===== src/rtl/alu_operand_stage_pkg.sv =====
// -----------------------------------------------------------------------------
// alu_operand_stage_pkg
//
// Shared definitions for the ID/EX operand stage that feeds the 32-bit ALU.
//   - Default datapath widths (operand, ALU control, register address).
//   - ALU operation codes as seen on alu_ctrl.
//   - Forwarding source selector encoding used by fwd_mux.
//   - Small helpers for immediate handling and opcode classification.
// -----------------------------------------------------------------------------
package alu_operand_stage_pkg;

    localparam int DATA_WIDTH = 32;
    localparam int CTRL_WIDTH = 4;
    localparam int REG_AW     = 5;
    localparam int IMM_W      = 16;

    // Shift amount position inside the raw immediate field; the ALU pulls
    // in2[SHAMT_HI:SHAMT_LO] itself, so this stage never reformats it.
    localparam int SHAMT_LO   = 6;
    localparam int SHAMT_HI   = 10;

    typedef enum logic [3:0] {
        ALU_AND = 4'b0000,
        ALU_OR  = 4'b0001,
        ALU_ADD = 4'b0010,
        ALU_XOR = 4'b0011,
        ALU_NOR = 4'b0100,
        ALU_SUB = 4'b0110,
        ALU_SLT = 4'b0111,
        ALU_SLL = 4'b1000,
        ALU_SRL = 4'b1001,
        ALU_SRA = 4'b1010,
        ALU_LUI = 4'b1011,
        ALU_SLE = 4'b1100
    } alu_op_e;

    // Which value a forwarding mux hands to the ALU.
    typedef enum logic [1:0] {
        FWD_ZERO = 2'd0,   // source is r0: hard zero
        FWD_MEM  = 2'd1,   // MEM stage result
        FWD_WB   = 2'd2,   // WB stage result
        FWD_HELD = 2'd3    // value latched at decode
    } fwd_sel_e;

    // Shift ops consume the immediate path untouched (shamt in bits 10:6).
    function automatic logic is_shift_op(input logic [3:0] op);
        return (op == ALU_SLL) || (op == ALU_SRL) || (op == ALU_SRA);
    endfunction

    // Immediate extension for the default datapath width.
    function automatic logic [DATA_WIDTH-1:0] extend_imm(
        input logic [IMM_W-1:0] imm,
        input logic             sext
    );
        return {{(DATA_WIDTH-IMM_W){imm[IMM_W-1] & sext}}, imm};
    endfunction

endpackage


===== src/rtl/alu_operand_stage_fwd_mux.sv =====
// -----------------------------------------------------------------------------
// alu_operand_stage_fwd_mux
//
// Combinational forwarding selector for one ALU source operand.
//   src_addr  : register number held in ID/EX for this source
//   held_val  : register-file value latched at decode
//   mem_*     : MEM stage destination / write enable / result
//   wb_*      : WB stage destination / write enable / result
//   out_val   : operand value after forwarding
//
// r0 always yields zero and is never forwarded. MEM is younger than WB, so
// it wins when both stages target the same register.
// -----------------------------------------------------------------------------
module alu_operand_stage_fwd_mux
    import alu_operand_stage_pkg::*;
#(
    parameter int DATA_WIDTH = 32,
    parameter int REG_AW     = 5
) (
    input  logic [REG_AW-1:0]     src_addr,
    input  logic [DATA_WIDTH-1:0] held_val,
    input  logic [REG_AW-1:0]     mem_addr,
    input  logic                  mem_wen,
    input  logic [DATA_WIDTH-1:0] mem_data,
    input  logic [REG_AW-1:0]     wb_addr,
    input  logic                  wb_wen,
    input  logic [DATA_WIDTH-1:0] wb_data,
    output logic [DATA_WIDTH-1:0] out_val
);

    fwd_sel_e sel;

    always_comb begin
        sel = FWD_HELD;
        if (src_addr == '0) begin
            sel = FWD_ZERO;
        end else if (mem_wen && (mem_addr == src_addr)) begin
            sel = FWD_MEM;
        end else if (wb_wen && (wb_addr == src_addr)) begin
            sel = FWD_WB;
        end
    end

    always_comb begin
        out_val = held_val;
        case (sel)
            FWD_ZERO: out_val = '0;
            FWD_MEM:  out_val = mem_data;
            FWD_WB:   out_val = wb_data;
            default:  out_val = held_val;
        endcase
    end

endmodule


===== src/rtl/alu_operand_stage.sv =====
// -----------------------------------------------------------------------------
// alu_operand_stage
//
// ID/EX pipeline register directly upstream of the ALU.
//
// Decode side:
//   id_valid / id_ready        handshake with decode
//   id_rs_*, id_rt_*           source register numbers and read data
//   id_imm, id_use_imm,
//   id_imm_sext                immediate field, in2 select, extension mode
//   id_ctrl                    ALU operation code
//   id_dest, id_wen,
//   id_mem_read                writeback metadata
// Forwarding side:
//   mem_fwd_*, wb_fwd_*        destination / enable / result of MEM and WB
// Control:
//   ex_stall                   downstream cannot advance
//   flush                      taken branch, drop the held instruction
// ALU side:
//   alu_in1, alu_in2, alu_ctrl operands (zero while no live instruction)
//   ex_valid, ex_dest, ex_wen,
//   ex_mem_read                metadata of the held instruction
//
// Edge priority: flush > stall > load-use bubble > normal load.
// -----------------------------------------------------------------------------
module alu_operand_stage #(
    parameter int DATA_WIDTH = 32,
    parameter int CTRL_WIDTH = 4,
    parameter int REG_AW     = 5
) (
    input  logic                  clk,
    input  logic                  rst,

    input  logic                  id_valid,
    output logic                  id_ready,
    input  logic [REG_AW-1:0]     id_rs_addr,
    input  logic [REG_AW-1:0]     id_rt_addr,
    input  logic [DATA_WIDTH-1:0] id_rs_val,
    input  logic [DATA_WIDTH-1:0] id_rt_val,
    input  logic [15:0]           id_imm,
    input  logic                  id_use_imm,
    input  logic                  id_imm_sext,
    input  logic [CTRL_WIDTH-1:0] id_ctrl,
    input  logic [REG_AW-1:0]     id_dest,
    input  logic                  id_wen,
    input  logic                  id_mem_read,

    input  logic [REG_AW-1:0]     mem_fwd_addr,
    input  logic                  mem_fwd_wen,
    input  logic [DATA_WIDTH-1:0] mem_fwd_data,
    input  logic [REG_AW-1:0]     wb_fwd_addr,
    input  logic                  wb_fwd_wen,
    input  logic [DATA_WIDTH-1:0] wb_fwd_data,

    input  logic                  ex_stall,
    input  logic                  flush,

    output logic [DATA_WIDTH-1:0] alu_in1,
    output logic [DATA_WIDTH-1:0] alu_in2,
    output logic [CTRL_WIDTH-1:0] alu_ctrl,
    output logic                  ex_valid,
    output logic [REG_AW-1:0]     ex_dest,
    output logic                  ex_wen,
    output logic                  ex_mem_read
);

    import alu_operand_stage_pkg::*;

    localparam int NSRC = 2;   // index 0 = rs, index 1 = rt

    // ------------------------------------------------------------------
    // Held ID/EX state
    // ------------------------------------------------------------------
    logic                  valid_reg;
    logic [REG_AW-1:0]     src_addr_reg [NSRC];
    logic [DATA_WIDTH-1:0] src_val_reg  [NSRC];
    logic                  use_imm_reg;
    logic [DATA_WIDTH-1:0] imm_ext_reg;
    logic [CTRL_WIDTH-1:0] ctrl_reg;
    logic [REG_AW-1:0]     dest_reg;
    logic                  wen_reg;
    logic                  mem_read_reg;

    // Decode-side views indexed the same way as the held sources.
    logic [REG_AW-1:0]     id_src_addr [NSRC];
    logic [DATA_WIDTH-1:0] id_src_val  [NSRC];
    logic [DATA_WIDTH-1:0] fwd_val     [NSRC];

    logic [DATA_WIDTH-1:0] imm_ext_next;
    logic                  hz;
    logic                  wb_capture;

    assign id_src_addr[0] = id_rs_addr;
    assign id_src_addr[1] = id_rt_addr;
    assign id_src_val[0]  = id_rs_val;
    assign id_src_val[1]  = id_rt_val;

    // Shift ops need no special case: the raw field goes through and the
    // ALU picks out the shamt bits itself.
    assign imm_ext_next = {{(DATA_WIDTH-16){id_imm[15] & id_imm_sext}}, id_imm};

    // Load-use hazard: the held load's data is not yet available to forward.
    // rt only matters when in2 actually comes from the register.
    assign hz = valid_reg && mem_read_reg && (dest_reg != '0) &&
                ((dest_reg == id_rs_addr) ||
                 ((dest_reg == id_rt_addr) && !id_use_imm));

    assign id_ready = !ex_stall && !hz;

    // While stalled, WB retires and leaves the forwarding window; snapshot its
    // value into any held source it targets so the stall does not lose it.
    assign wb_capture = wb_fwd_wen && (wb_fwd_addr != '0);

    // ------------------------------------------------------------------
    // Control / metadata registers
    // ------------------------------------------------------------------
    always_ff @(posedge clk or posedge rst) begin
        if (rst) begin
            valid_reg    <= 1'b0;
            use_imm_reg  <= 1'b0;
            imm_ext_reg  <= '0;
            ctrl_reg     <= CTRL_WIDTH'(ALU_AND);
            dest_reg     <= '0;
            wen_reg      <= 1'b0;
            mem_read_reg <= 1'b0;
        end else if (flush) begin
            valid_reg    <= 1'b0;
            wen_reg      <= 1'b0;
            mem_read_reg <= 1'b0;
        end else if (ex_stall) begin
            // hold everything
        end else if (hz) begin
            // bubble; decode instruction remains pending upstream
            valid_reg    <= 1'b0;
            wen_reg      <= 1'b0;
            mem_read_reg <= 1'b0;
        end else begin
            valid_reg    <= id_valid;
            use_imm_reg  <= id_use_imm;
            imm_ext_reg  <= imm_ext_next;
            ctrl_reg     <= id_ctrl;
            dest_reg     <= id_dest;
            wen_reg      <= id_wen;
            mem_read_reg <= id_mem_read;
        end
    end

    // ------------------------------------------------------------------
    // Source operand registers and forwarding, one lane per source
    // ------------------------------------------------------------------
    generate
        for (genvar gi = 0; gi < NSRC; gi++) begin : g_src
            always_ff @(posedge clk or posedge rst) begin
                if (rst) begin
                    src_addr_reg[gi] <= '0;
                    src_val_reg[gi]  <= '0;
                end else if (flush) begin
                    // dropped instruction: operand contents are don't-care
                end else if (ex_stall) begin
                    if (wb_capture && (src_addr_reg[gi] == wb_fwd_addr)) begin
                        src_val_reg[gi] <= wb_fwd_data;
                    end
                end else if (!hz) begin
                    src_addr_reg[gi] <= id_src_addr[gi];
                    src_val_reg[gi]  <= id_src_val[gi];
                end
            end

            alu_operand_stage_fwd_mux #(
                .DATA_WIDTH (DATA_WIDTH),
                .REG_AW     (REG_AW)
            ) u_fwd_mux (
                .src_addr (src_addr_reg[gi]),
                .held_val (src_val_reg[gi]),
                .mem_addr (mem_fwd_addr),
                .mem_wen  (mem_fwd_wen),
                .mem_data (mem_fwd_data),
                .wb_addr  (wb_fwd_addr),
                .wb_wen   (wb_fwd_wen),
                .wb_data  (wb_fwd_data),
                .out_val  (fwd_val[gi])
            );
        end
    endgenerate

    // ------------------------------------------------------------------
    // ALU-facing outputs; operands read as zero when nothing is live
    // ------------------------------------------------------------------
    always_comb begin
        alu_in1 = '0;
        alu_in2 = '0;
        if (valid_reg) begin
            alu_in1 = fwd_val[0];
            alu_in2 = use_imm_reg ? imm_ext_reg : fwd_val[1];
        end
    end

    assign alu_ctrl    = ctrl_reg;
    assign ex_valid    = valid_reg;
    assign ex_dest     = dest_reg;
    assign ex_wen      = valid_reg & wen_reg;
    assign ex_mem_read = valid_reg & mem_read_reg;

endmodule


===== config.mk =====
export PLATFORM = sky130hd
export DESIGN_NAME = alu_operand_stage
export DESIGN_NICKNAME = d
export VERILOG_FILES = /design/src/rtl/alu_operand_stage_pkg.sv /design/src/rtl/alu_operand_stage_fwd_mux.sv /design/src/rtl/alu_operand_stage.sv
export SDC_FILE = /design/constraint.sdc
export NUM_CORES = 1
export LEC_CHECK = 0
export BUFFER_PORTS_ARGS = -buffer_cell sky130_fd_sc_hd__buf_2
export CAP_MARGIN = 15
export CORE_AREA = 10 10 147 115
export DETAILED_ROUTE_END_ITERATION = 10
export DIE_AREA = 0 0 157 125
export MAX_ROUTING_LAYER = met4
export PLACE_DENSITY = 0.9
export SETUP_SLACK_MARGIN = 0.4
export SLEW_MARGIN = 20
export SYNTH_ARGS = -nofsm -noshare
export SYNTH_HDL_FRONTEND = slang
export SYNTH_SLANG_ARGS = --single-unit

===== constraint.sdc =====
create_clock -name clk -period 4.83 [get_ports clk]
set_input_delay 0.966 -clock clk [delete_from_list [all_inputs] [get_ports clk]]
set_output_delay 0.966 -clock clk [all_outputs]
set_load 0.005 [all_outputs]

==> run summary, run 1 <==
Status: finished clean
Via count: 6,949
Final instance area: 0.008650 mm²
Setup crit end kind: primary output
Synth top area share: 37.52%
Seq/Total Area, Yosys: 37.52%
Synth Cell Area: 0.006935 mm²
Fin nets: 1,121
WL final: 25.39 mm
Sw Share: 31.11%
DIE AREA: 0.01963 mm²
PostCTS Resize Cnt: 0
Critical path fanouts, max: 17
DP HPWL: 18.80 mm
Most used cell, CP: buf_2
DRC violations left: 0
Cells after Synth: 710
Longest Clk Path Bufs: 2
Via/cell ratio: 6.171
Clock Sink Count: 104
Simple-gate share of the synthesized area: 11.53%
Hold crit path type: register to register
Placer Congestion: 0.9190
WS Path Type: input pin to primary output
All-layer global routing usage: 25.22%
CTS tree: yes
Dpl cells: 1,106
Psw: 0.0007776 W
Max Freq: 0.2438 GHz
Share of layout cells above drive strength 1: 32.31%
Clock transition at the registers of the reported paths: 0.07 ns
Post-synth top area cell: dfrtp_1
Power Dens Cells: 289.0 mW/mm²
Leading post-synthesis cells by cell area: dfrtp_1 (38%), mux2i_1 (14%), o221a_1 (10%)
Largest family of logic cells by synthesized area: compound AO/OA/AOI/OAI gates
Multi-input gate area: 0.004080 mm²
Hold_buf cts: 0
DR WL/cell: 22.55 µm
Placed cell area: 0.008351 mm²
Drt pass-1 iters: 5
Data required, critical path: 3.86 ns
Clock root cell: clkbuf_16
Crit path largest cell delay: 0.39 ns
Largest net degree at the start of global routing: 70
Htree depth: 3
GRT overflow: 0
Die H: 125 µm
Worst skew pair latency: 0.34 ns
Mux cell area share after synthesis: 19.70%
Max reg flops: 64
Leading cell types by count after synthesis: dfrtp_1 (104), mux2i_1 (96), nor2_1 (67), o221a_1 (64), a21oi_1 (53)
CP Launch Type: input pin
Buffers on Ports: 260
Top-count cell post-synth: dfrtp_1
Final hold vios: 0
Num ports: 261
Slew @ Worst Pin: 1.128 ns
Final setup fails: 0
Initial DRC Count: 591
Die X-Extent: 157 µm
CTS Buf Count: 9
Seq. cell area: 0.002603 mm²
Total core area: 0.01412 mm²
Post-synth cell types: 38
Comb power frac: 25.5%
Peak supply drop: 0.1781 mV
Final antenna-violating net count: 0
Final Cycle Share: 84.93%
Initial antenna violation count: 5
Internal power: 0.001722 W
Leakage: 4.345 nW
Worst-path cell chain: buf_2 -> xor2_1 -> nor3_1 -> and2_1 -> nand2_2 -> buf_4 -> mux2i_1 -> o21ai_1 -> buf_2
Worst path slowest cell: buf_4
RSZ-0062 raised after global routing: false
Slew HR: 24.50%
MaxCap Viol Count: 0
Slew Limit Fails: 0
Vias in the first global route: 7,184
Adder-Cell Fraction of Synth Area: 0%
Syn-to-layout area delta: 24.72%
Setup Total Neg Slack: 0 ns
# rows: 38
Starting Density: 49.11%
Fin crit period: 4.102 ns
Syn. warnings: 0
Synth Area in Compound Gates: 23.24%
Setup Skew: 0.01031 ns
XOR/XNOR Fraction of Synth Area: 3.789%
Register bit total from synthesis: 104
Sequential share of power: 45.1%
FFs w/ async S/R, synth: 100.0%
Global-route wire length before repair: 38.66 mm
Fill cells: 1,136
Total power: 0.002499 W
Post-CTS Setup Bufs: 0
Crit path DAT: 3.14 ns
Mean Syn Cell Area: 9.768 µm²
Synth Flop Type: dfrtp_1
Number of synthesized flops with an enable pin: 0
Clk pwr share: 29.4%
Synthesized Nets: 894
Non-Filler Instances: 1,126
## per-stage QoR
| step | setup WS, ns | hold slack (ns) | util (%) |
|---|---|---|---|
| 2_1_floorplan | 1.132 | 0.4646 | - |
| 4_1_cts | 0.7549 | 0.5020 | 61.16 |
| 3_3_place_gp | 0.8320 | 0.4684 | 59.14 |
| 6_report | 0.7278 | 0.5010 | 61.25 |
| 3_5_place_dp | 0.7624 | 0.4855 | 59.14 |
| 5_1_grt | 0.6400 | 0.5174 | 61.25 |
## layer usage
| layer | vias to the layer above | share of wire [%] | GRT usage (%) |
|---|---|---|---|
| met1 | 3370 | 42 | 31.76 |
| met3 | 34 | 10 | 6.441 |
| met4 | 0 | 1.6 | 6.537 |
| met5 | - | 0 | - |
| li1 | 3108 | - | - |
| met2 | 437 | 46 | 39.57 |
## path summary, 6_finish.rpt
path	slack [ns]	endpoint	cells after the start	startpoint
setup / recovery	0.73	alu_in2[15]	9	wb_fwd_addr[3]
hold / removal	0.50	imm_ext_reg[3]	1	imm_ext_reg[3]
setup reg to reg	1.95	imm_ext_reg[2]	6	ex_dest[3]
hold reg to reg	0.50	imm_ext_reg[3]	1	imm_ext_reg[3]
max in group asynchronous	3.18	src_val_reg[20]	3	rst
min in group asynchronous	0.76	alu_ctrl[3]	2	rst
## cell type report
| class | instances | share of cell area, % |
|---|---|---|
| multi-input combinational | 541 | 47.17 |
| sequential | 104 | 30.09 |
| timing repair buffer | 276 | 16.43 |
| clock buffer | 9 | 2.604 |
| tap | 180 | 2.604 |
| clock inverter | 6 | 0.7088 |
| inverter | 5 | 0.2459 |
| antenna | 5 | 0.1447 |
## worst max-delay path, delay by kind of cell
family                 cells  cell delay [ns]
AO/OA/AOI/OAI              1             0.09
XOR/XNOR                   1             0.15
buffers and inverters      3             0.67
multiplexers               1             0.28
AND/OR/NAND/NOR            3             0.97
## placed cells by master (no fill, tap or decap), types with 9 or more instances in the layout
cell	count
a211oi_1	33
a21oi_1	53
a22oi_1	16
buf_2	260
buf_4	16
clkbuf_16	9
dfrtp_1	104
mux2_1	36
mux2i_1	96
nand2_1	39
nor2_1	67
nor2b_1	32
o21ai_0	13
o21ai_1	22
o221a_1	64
xnor2_1	12
xor2_1	18
## cells by family (layout without fill, tap and decap cells)
group / count (synthesis) / after routing
AO/OA/AOI/OAI: 208 / 208
AND/OR/NAND/NOR: 171 / 171
multiplexers: 132 / 132
flip-flops: 104 / 104
buffers and inverters: 65 / 296
XOR/XNOR: 30 / 30
other: 0 / 5
## power groups by stage
stage                     Combinational (W)  Sequential (W)  Clock, W
after floorplan                    0.000397         0.00110         0
after global placement             0.000610         0.00113         0
after detailed placement           0.000636         0.00114         0
after CTS                          0.000637         0.00112  0.000742
after global routing               0.000698         0.00114  0.000775
final                              0.000638         0.00113  0.000734
No activity file was read; power rests on OpenSTA's default activity.
==> inputs of run 2 (changes only) <==
--- a/config.mk
+++ b/config.mk
@@ -5,11 +5,12 @@
 export SDC_FILE = /design/constraint.sdc
 export NUM_CORES = 1
 export LEC_CHECK = 0
+export ABC_AREA = 1
 export BUFFER_PORTS_ARGS = -buffer_cell sky130_fd_sc_hd__buf_2
 export CAP_MARGIN = 15
-export CORE_AREA = 10 10 147 115
+export CORE_AREA = 10 10 151 118
 export DETAILED_ROUTE_END_ITERATION = 10
-export DIE_AREA = 0 0 157 125
+export DIE_AREA = 0 0 161 128
 export MAX_ROUTING_LAYER = met4
 export PLACE_DENSITY = 0.9
 export SETUP_SLACK_MARGIN = 0.4
==> constraint.sdc (replaced) <==
create_clock -name clk -period 3.88 [get_ports clk]
set_input_delay 0.776 -clock clk [delete_from_list [all_inputs] [get_ports clk]]
set_output_delay 0.776 -clock clk [all_outputs]
set_load 0.005 [all_outputs]
==> run 2 against run 1 <==
Compared with the run above: critical path depth up 5; register-to-register slack worse by 0.45 ns; worst setup slack worse by 0.20 ns; cell count up 46%; largest cell class unchanged; largest power group unchanged.
==> run summary, run 2 <==
DR WL/cell: 18.73 µm (-17%)
Cells after Synth: 1,222 (+72%)
Syn-to-layout area delta: 23.97%
Seq/Total Area, Yosys: 34.77% (-2.8 points)
Initial antenna violation count: 3 (-2)
Vias in the first global route: 9,099 (+27%)
Setup Total Neg Slack: 0 ns (unchanged)
Slew Limit Fails: 0 (unchanged)
Final hold vios: 0 (unchanged)
Share of layout cells above drive strength 1: 22.72% (-9.6 points)
Hold crit path type: register to register
CTS tree: yes
Slew @ Worst Pin: 0.9079 ns (-0.2203 ns)
MaxCap Viol Count: 0 (unchanged)
Worst path top cell family by delay: simple AND/OR/NAND/NOR gates
Post-synth cell types: 25 (-34%)
# rows: 39 (+2.6%)
Buffers on Ports: 260 (unchanged)
Final setup fails: 0 (unchanged)
CP Launch Type: input pin
Number of synthesized flops with an enable pin: 0 (unchanged)
Clock Sink Count: 104 (unchanged)
Final worst slack: 0.5254 ns (-0.2024 ns)
Longest Clk Path Bufs: 2 (unchanged)
Critical path fanouts, max: 10 (-7)
Synth Cell Area: 0.007485 mm² (+7.9%)
Initial DRC Count: 1,161 (+96%)
Worst path slowest cell: nor2_4
Crit path DAT: 2.58 ns (-0.56 ns)
Most common cell after layout, fill and taps aside: nand2_1
WS Path Type: input pin to primary output
Final antenna-violating net count: 0 (unchanged)
Largest net degree at the start of global routing: 65 (-7.1%)
Critical path buffers and inverters: 4 (+1)
Leading post-synthesis cells by cell area: dfrtp_1 (35%), nand2_1 (29%), nand3_1 (9.8%)
Placer Congestion: 1.028 (+12%)
Status: finished clean
Most frequent cells in the layout: nand2_1 (573), buf_2 (260), nand3_1 (143)
Max Freq: 0.2981 GHz
All-layer global routing usage: 29.60% (+4.4 points)
DP HPWL: 22.05 mm (+17%)
Starting Density: 50.13% (+1.0 points)
Global-route wire length before repair: 48.44 mm (+25%)
Die H: 128 µm (+2.4%)
FFs w/ async S/R, synth: 100.0% (unchanged)
Synth Flop Type: dfrtp_1
Syn. warnings: 0 (unchanged)
GRT overflow: 0 (unchanged)
Dpl ws: 0.5690 ns (-0.1934 ns)
Worst-path cell chain: buf_2 -> inv_1 -> nand2_1 -> nand2_1 -> nor2_1 -> nand3_1 -> nand2_1 -> nor2_4 -> buf_4 -> nand2_1 -> nand3_1 -> nand2_1 -> a21oi_1 -> buf_2
Max reg flops: 64 (unchanged)
Setup Skew: 0.008381 ns (-0.001926 ns)
Clock transition at the registers of the reported paths: 0.07 ns (about the same)
WL final: 30.84 mm (+21%)
Fin crit period: 3.355 ns
Htree depth: 3 (unchanged)
Synth top area share: 34.77% (-2.8 points)
Fin nets: 1,618 (+44%)
Most used cell, CP: nand2_1
Mean Syn Cell Area: 6.125 µm² (-37%)
Power Dens Cells: 348.6 mW/mm² (+21%)
Total core area: 0.01493 mm² (+5.7%)
Die X-Extent: 161 µm (+2.5%)
Hold_buf cts: 0 (unchanged)
Peak supply drop: 0.2196 mV (+23%)
RSZ-0062 raised after global routing: true
Non-Filler Instances: 1,647 (+46%)
Dpl cells: 1,623 (+47%)
Clock root cell: clkbuf_16
Data required, critical path: 3.10 ns (-0.76 ns)
Synthesized Nets: 1,406 (+57%)
Via/cell ratio: 5.735 (-7.1%)
Via count: 9,446 (+36%)
Register bit total from synthesis: 104 (unchanged)
Setup crit end kind: primary output
Final Cycle Share: 86.46%
Drt pass-1 iters: 6 (+1)
Leakage: 5.612 nW (+29%)
DIE AREA: 0.02061 mm² (+5.0%)
Worst skew pair latency: 0.35 ns (about the same)
Crit path largest cell delay: 0.35 ns (-0.04 ns)
Num ports: 261 (unchanged)
DRC violations left: 0 (unchanged)
Leading cell types by count after synthesis: nand2_1 (573), nand3_1 (147), nand4_1 (106), dfrtp_1 (104), inv_1 (84)
Top-count cell post-synth: nand2_1
Slew HR: 39.40% (+15 points)
CTS Buf Count: 9 (unchanged)
Post-synth top area cell: dfrtp_1
run 2: cell types whose count changed after synthesis, sizes merged, moves of 26 or more:
cell | before | now
nand2 | 42 | 573
o221a | 64 | 0
nand4 | 1 | 107
mux2i | 96 | 0
inv | 5 | 88
nor2b | 32 | 0
mux2 | 36 | 0
nand3 | 6 | 148
a211oi | 33 | 0
buf | 22 | 48
run 2: kinds of logic (layout without fill, tap and decap cells):
group / count (synthesis) / after routing / share of synthesized area [%]
and+or+nand+nor: 879 / 880 / 50.62
buffers and inverters: 176 / 392 / 9.662
DFF: 104 / 104 / 34.77
AOI/OAI and AO/OA: 53 / 53 / 3.778
xor gates and xnor gates: 10 / 10 / 1.170
other: 0 / 3 / 0
run 2: per-layer routing:
layer  global-route usage, %  wire, µm  up-vias
met5                       -         0        -
met4                   9.770       699        0
met3                   7.831      4024       66
met2                   44.81     13810      728
met1                   37.86     12310     4281
li1                        -         -     4371
run 2: final timing paths:
check | startpoint | end | slack, ns | cells after the start
setup / recovery | mem_fwd_addr[3] | alu_in2[26] | 0.53 | 14
hold / removal | alu_ctrl[0] | alu_ctrl[0] | 0.48 | 2
setup reg to reg | ex_valid | src_val_reg[39] | 1.50 | 9
hold reg to reg | alu_ctrl[0] | alu_ctrl[0] | 0.48 | 2
max in group asynchronous | rst | src_val_reg[36] | 2.75 | 3
min in group asynchronous | rst | src_val_reg[30] | 0.63 | 3
run 2: per-stage QoR:
step | cell area, µm² | hold slack (ns) | utilization (%) | power [W]
floorplan | 7488 | 0.4422 | - | 0.001911
global placement | 8916 | 0.4536 | 59.71 | 0.002284
detailed placement | 8916 | 0.4586 | 59.71 | 0.002301
CTS | 9213 | 0.4758 | 61.70 | 0.003211
global route | 9279 | 0.4897 | 62.14 | 0.003416
finish | 9279 | 0.4770 | 62.14 | 0.003234
run 2: what timing repair did:
item / in CTS / in global routing
endpoints found under the hold margin: 0 / 0
endpoints found under the setup margin: 0 / 34
gates resized for setup: 0 / 2
buffers inserted: 0 / 4
run 2: cell type report:
type | instances | area (µm²)
Fill cell | 1415 | 5653
Multi-Input combinational cell | 943 | 4244
Sequential cell | 104 | 2603
Timing Repair Buffer | 288 | 1536
Inverter | 88 | 335.3
Tap cell | 205 | 256.5
Clock buffer | 10 | 229.0
Clock inverter | 6 | 67.56
Antenna cell | 3 | 7.507
run 2: report_power, final:
group          leakage (nW)  internal (W)  switching, W
Sequential             1.30       0.00123      0.000109
Clock                 0.139      0.000503      0.000414
Combinational          4.17      0.000342      0.000638
Total                  5.61       0.00207       0.00116
run 2: tightest hold or removal path: stages, from the launching register on:
cell and delay [ns]:
dfrtp_1 0.34, nand2_1 0.05, nand2_1 0.06
==> inputs of run 3 (changes only) <==
--- a/config.mk
+++ b/config.mk
@@ -9,9 +9,9 @@
 export BUFFER_PORTS_ARGS = -buffer_cell sky130_fd_sc_hd__buf_2
 export CAP_MARGIN = 15
 export CORE_AREA = 10 10 151 118
+export CTS_CLUSTER_SIZE = 8
 export DETAILED_ROUTE_END_ITERATION = 10
 export DIE_AREA = 0 0 161 128
-export MAX_ROUTING_LAYER = met4
 export PLACE_DENSITY = 0.9
 export SETUP_SLACK_MARGIN = 0.4
 export SLEW_MARGIN = 20
==> run 3 against run 2 <==
Compared with the run above: sequential share of layout area rose by 0.11 points; first-iteration DRC count fell by 6.5%; die area did not move; worst setup slack got worse by 0.045 ns; cell count fell by 0.55%; clock-buffer cell count rose by 2; utilization fell by 0.24 points; fmax fell by 1.3%; non-clock buffer count fell by 5; clock skew barely moved; wire length rose by 0.11%; register-to-register slack got worse by 0.03 ns.
==> run summary, run 3 (synthesis gave the netlist of run 2 again) <==
Status: finished clean
Slew Limit Fails: 0 (unchanged)
Slew HR: 38.57% (-0.83 points)
GRT overflow: 0 (unchanged)
Setup crit end kind: primary output
Hold_buf cts: 0 (unchanged)
Peak supply drop: 0.2190 mV (-0.29%)
Total core area: 0.01493 mm² (unchanged)
Slew @ Worst Pin: 0.9203 ns (+0.01244 ns)
Largest net degree at the start of global routing: 65 (unchanged)
RSZ-0062 raised after global routing: true
Met1 GRT Util: 35.80% (-2.1 points)
Num ports: 261 (unchanged)
Final Cycle Share: 87.61% (+1.2 points)
Via/cell ratio: 5.873 (+2.4%)
Die X-Extent: 161 µm (unchanged)
Via count: 9,620 (+1.8%)
Worst path slowest cell: nor2_4
DIE AREA: 0.02061 mm² (unchanged)
Diodes inserted: 0 (-3)
Worst R2R End: src_val_reg[49]
Met2 Usage GRT: 46.77% (+2.0 points)
CTS Buf Count: 9 (unchanged)
Reg2reg path depth: 9 (unchanged)
Placer Congestion: 1.024 (-0.35%)
PostCTS Resize Cnt: 0 (unchanged)
DP HPWL: 22.18 mm (+0.61%)
Crit path largest cell delay: 0.71 ns (+0.36 ns)
# rows: 39 (unchanged)
Hold crit path type: input pin to async pin
Clock Sink Count: 104 (unchanged)
Die H: 128 µm (unchanged)
Most common cell after layout, fill and taps aside: nand2_1
Share of layout cells above drive strength 1: 22.40% (-0.32 points)
CP Launch Type: input pin
Initial DRC Count: 1,085 (-6.5%)
Critical path buffers and inverters: 4 (unchanged)
Buffers on Ports: 260 (unchanged)
Longest Clk Path Bufs: 2 (unchanged)
Worst path top cell family by delay: simple AND/OR/NAND/NOR gates
Crit path DAT: 2.62 ns (+0.04 ns)
DRC violations left: 0 (unchanged)
Final antenna-violating net count: 0 (unchanged)
CP startpoint: mem_fwd_addr[0]
Most frequent cells in the layout: nand2_1 (573), buf_2 (260), nand3_1 (143)
Most used cell, CP: nand2_1
Worst skew pair latency: 0.35 ns (about the same)
WS Path Type: input pin to primary output
Initial antenna violation count: 2 (-1)
Setup Total Neg Slack: 0 ns (unchanged)
Fin nets: 1,612 (-0.37%)
Final setup fails: 0 (unchanged)
MaxCap Viol Count: 0 (unchanged)
CTS tree: yes
Fill cells: 1,461 (+3.3%)
All-layer global routing usage: 28.63% (-0.97 points)
Global route hottest layer: met2
Post-CTS Setup Bufs: 0 (unchanged)
GR Layer Usage met3: 8.376% (+0.55 points)
DR WL/cell: 18.85 µm (+0.66%)
Vias in the first global route: 9,374 (+3.0%)
Setup Skew: 0.008014 ns (-0.0003667 ns)
Seq. cell area: 0.002603 mm² (unchanged)
Leakage: 5.597 nW (-0.26%)
Htree depth: 3 (unchanged)
Clock root cell: clkbuf_16
Max reg flops: 64 (unchanged)
Worst-path cell chain: buf_2 -> inv_1 -> nand2_1 -> nand3_1 -> nor2_1 -> nand2_1 -> nand2_1 -> nor2_4 -> nand2_1 -> nand3_1 -> nand2_1 -> inv_1 -> buf_2
Fin crit period: 3.399 ns (+0.04467 ns)
Final hold vios: 0 (unchanged)
Max Freq: 0.2942 GHz (-1.3%)
Power Dens Cells: 353.5 mW/mm² (+1.4%)
Drt pass-1 iters: 6 (unchanged)
Starting Density: 50.13% (unchanged)
R2r setup slk: 1.47 ns (-0.03 ns)
Global-route wire length before repair: 48.80 mm (+0.75%)
Syn-to-layout area delta: 23.49%
Multi-input gate area: 0.004228 mm² (-0.38%)
WL final: 30.88 mm (+0.11%)
Core Util, Final: 61.90% (-0.24 points)
Data required, critical path: 3.10 ns (about the same)
Clock transition at the registers of the reported paths: 0.07 ns (about the same)
Critical path fanouts, max: 32 (+22)
R2R Path Start: ex_valid
run 3: how the worst max path moves through the flow:
stage | end | cells past startpoint | slack (ns)
after detailed placement | alu_in1[9] | 11 | 0.56
after floorplan | alu_in2[27] | 12 | 1.25
after global routing | alu_in2[8] | 13 | 0.31
final | alu_in1[9] | 13 | 0.48
after CTS | alu_in1[9] | 11 | 0.55
after global placement | alu_in2[11] | 13 | 0.54
run 3: worst register-to-register path, delay by kind of cell (launching register included):
family | cells | cell delay, ns
flops | 1 | 0.38
simple gates | 5 | 1.42
buf+inv | 3 | 0.44
compound gates | 1 | 0.07
run 3: where the power goes:
group	switching, W	leakage [nW]	total, W	internal, W
Sequential	0.000107	1.30	0.00134	0.00123
Combinational	0.000635	4.14	0.000976	0.000340
Clock	0.000418	0.153	0.000956	0.000538
Total	0.00116	5.60	0.00327	0.00211
run 3: cell type report:
class	count	share of cell area, %
Inverter	88	3.628
Tap cell	205	2.775
Clock buffer	12	2.775
Timing Repair Buffer	283	16.35
Multi-Input combinational cell	942	45.74
Sequential cell	104	28.16
Clock inverter	4	0.5686
run 3: layer usage:
layer / wire length [µm] / up-vias
li1: - / 4354
met1: 11860 / 4462
met2: 14110 / 720
met3: 4162 / 82
met4: 741 / 2
met5: 9 / -
run 3: stage by stage:
step / instances / hold slack [ns] / total power [W] / setup slack, ns / cell area, µm²
final: 1638 / 0.4603 / 0.003268 / 0.4808 / 9243
after detailed placement: 1622 / 0.4588 / 0.002303 / 0.5579 / 8934
after CTS: 1638 / 0.4689 / 0.003247 / 0.5521 / 9243
after floorplan: 1222 / 0.4422 / 0.001911 / 1.248 / 7488
after global routing: 1638 / 0.4841 / 0.003438 / 0.3068 / 9243
after global placement: 1622 / 0.4539 / 0.002283 / 0.5391 / 8934
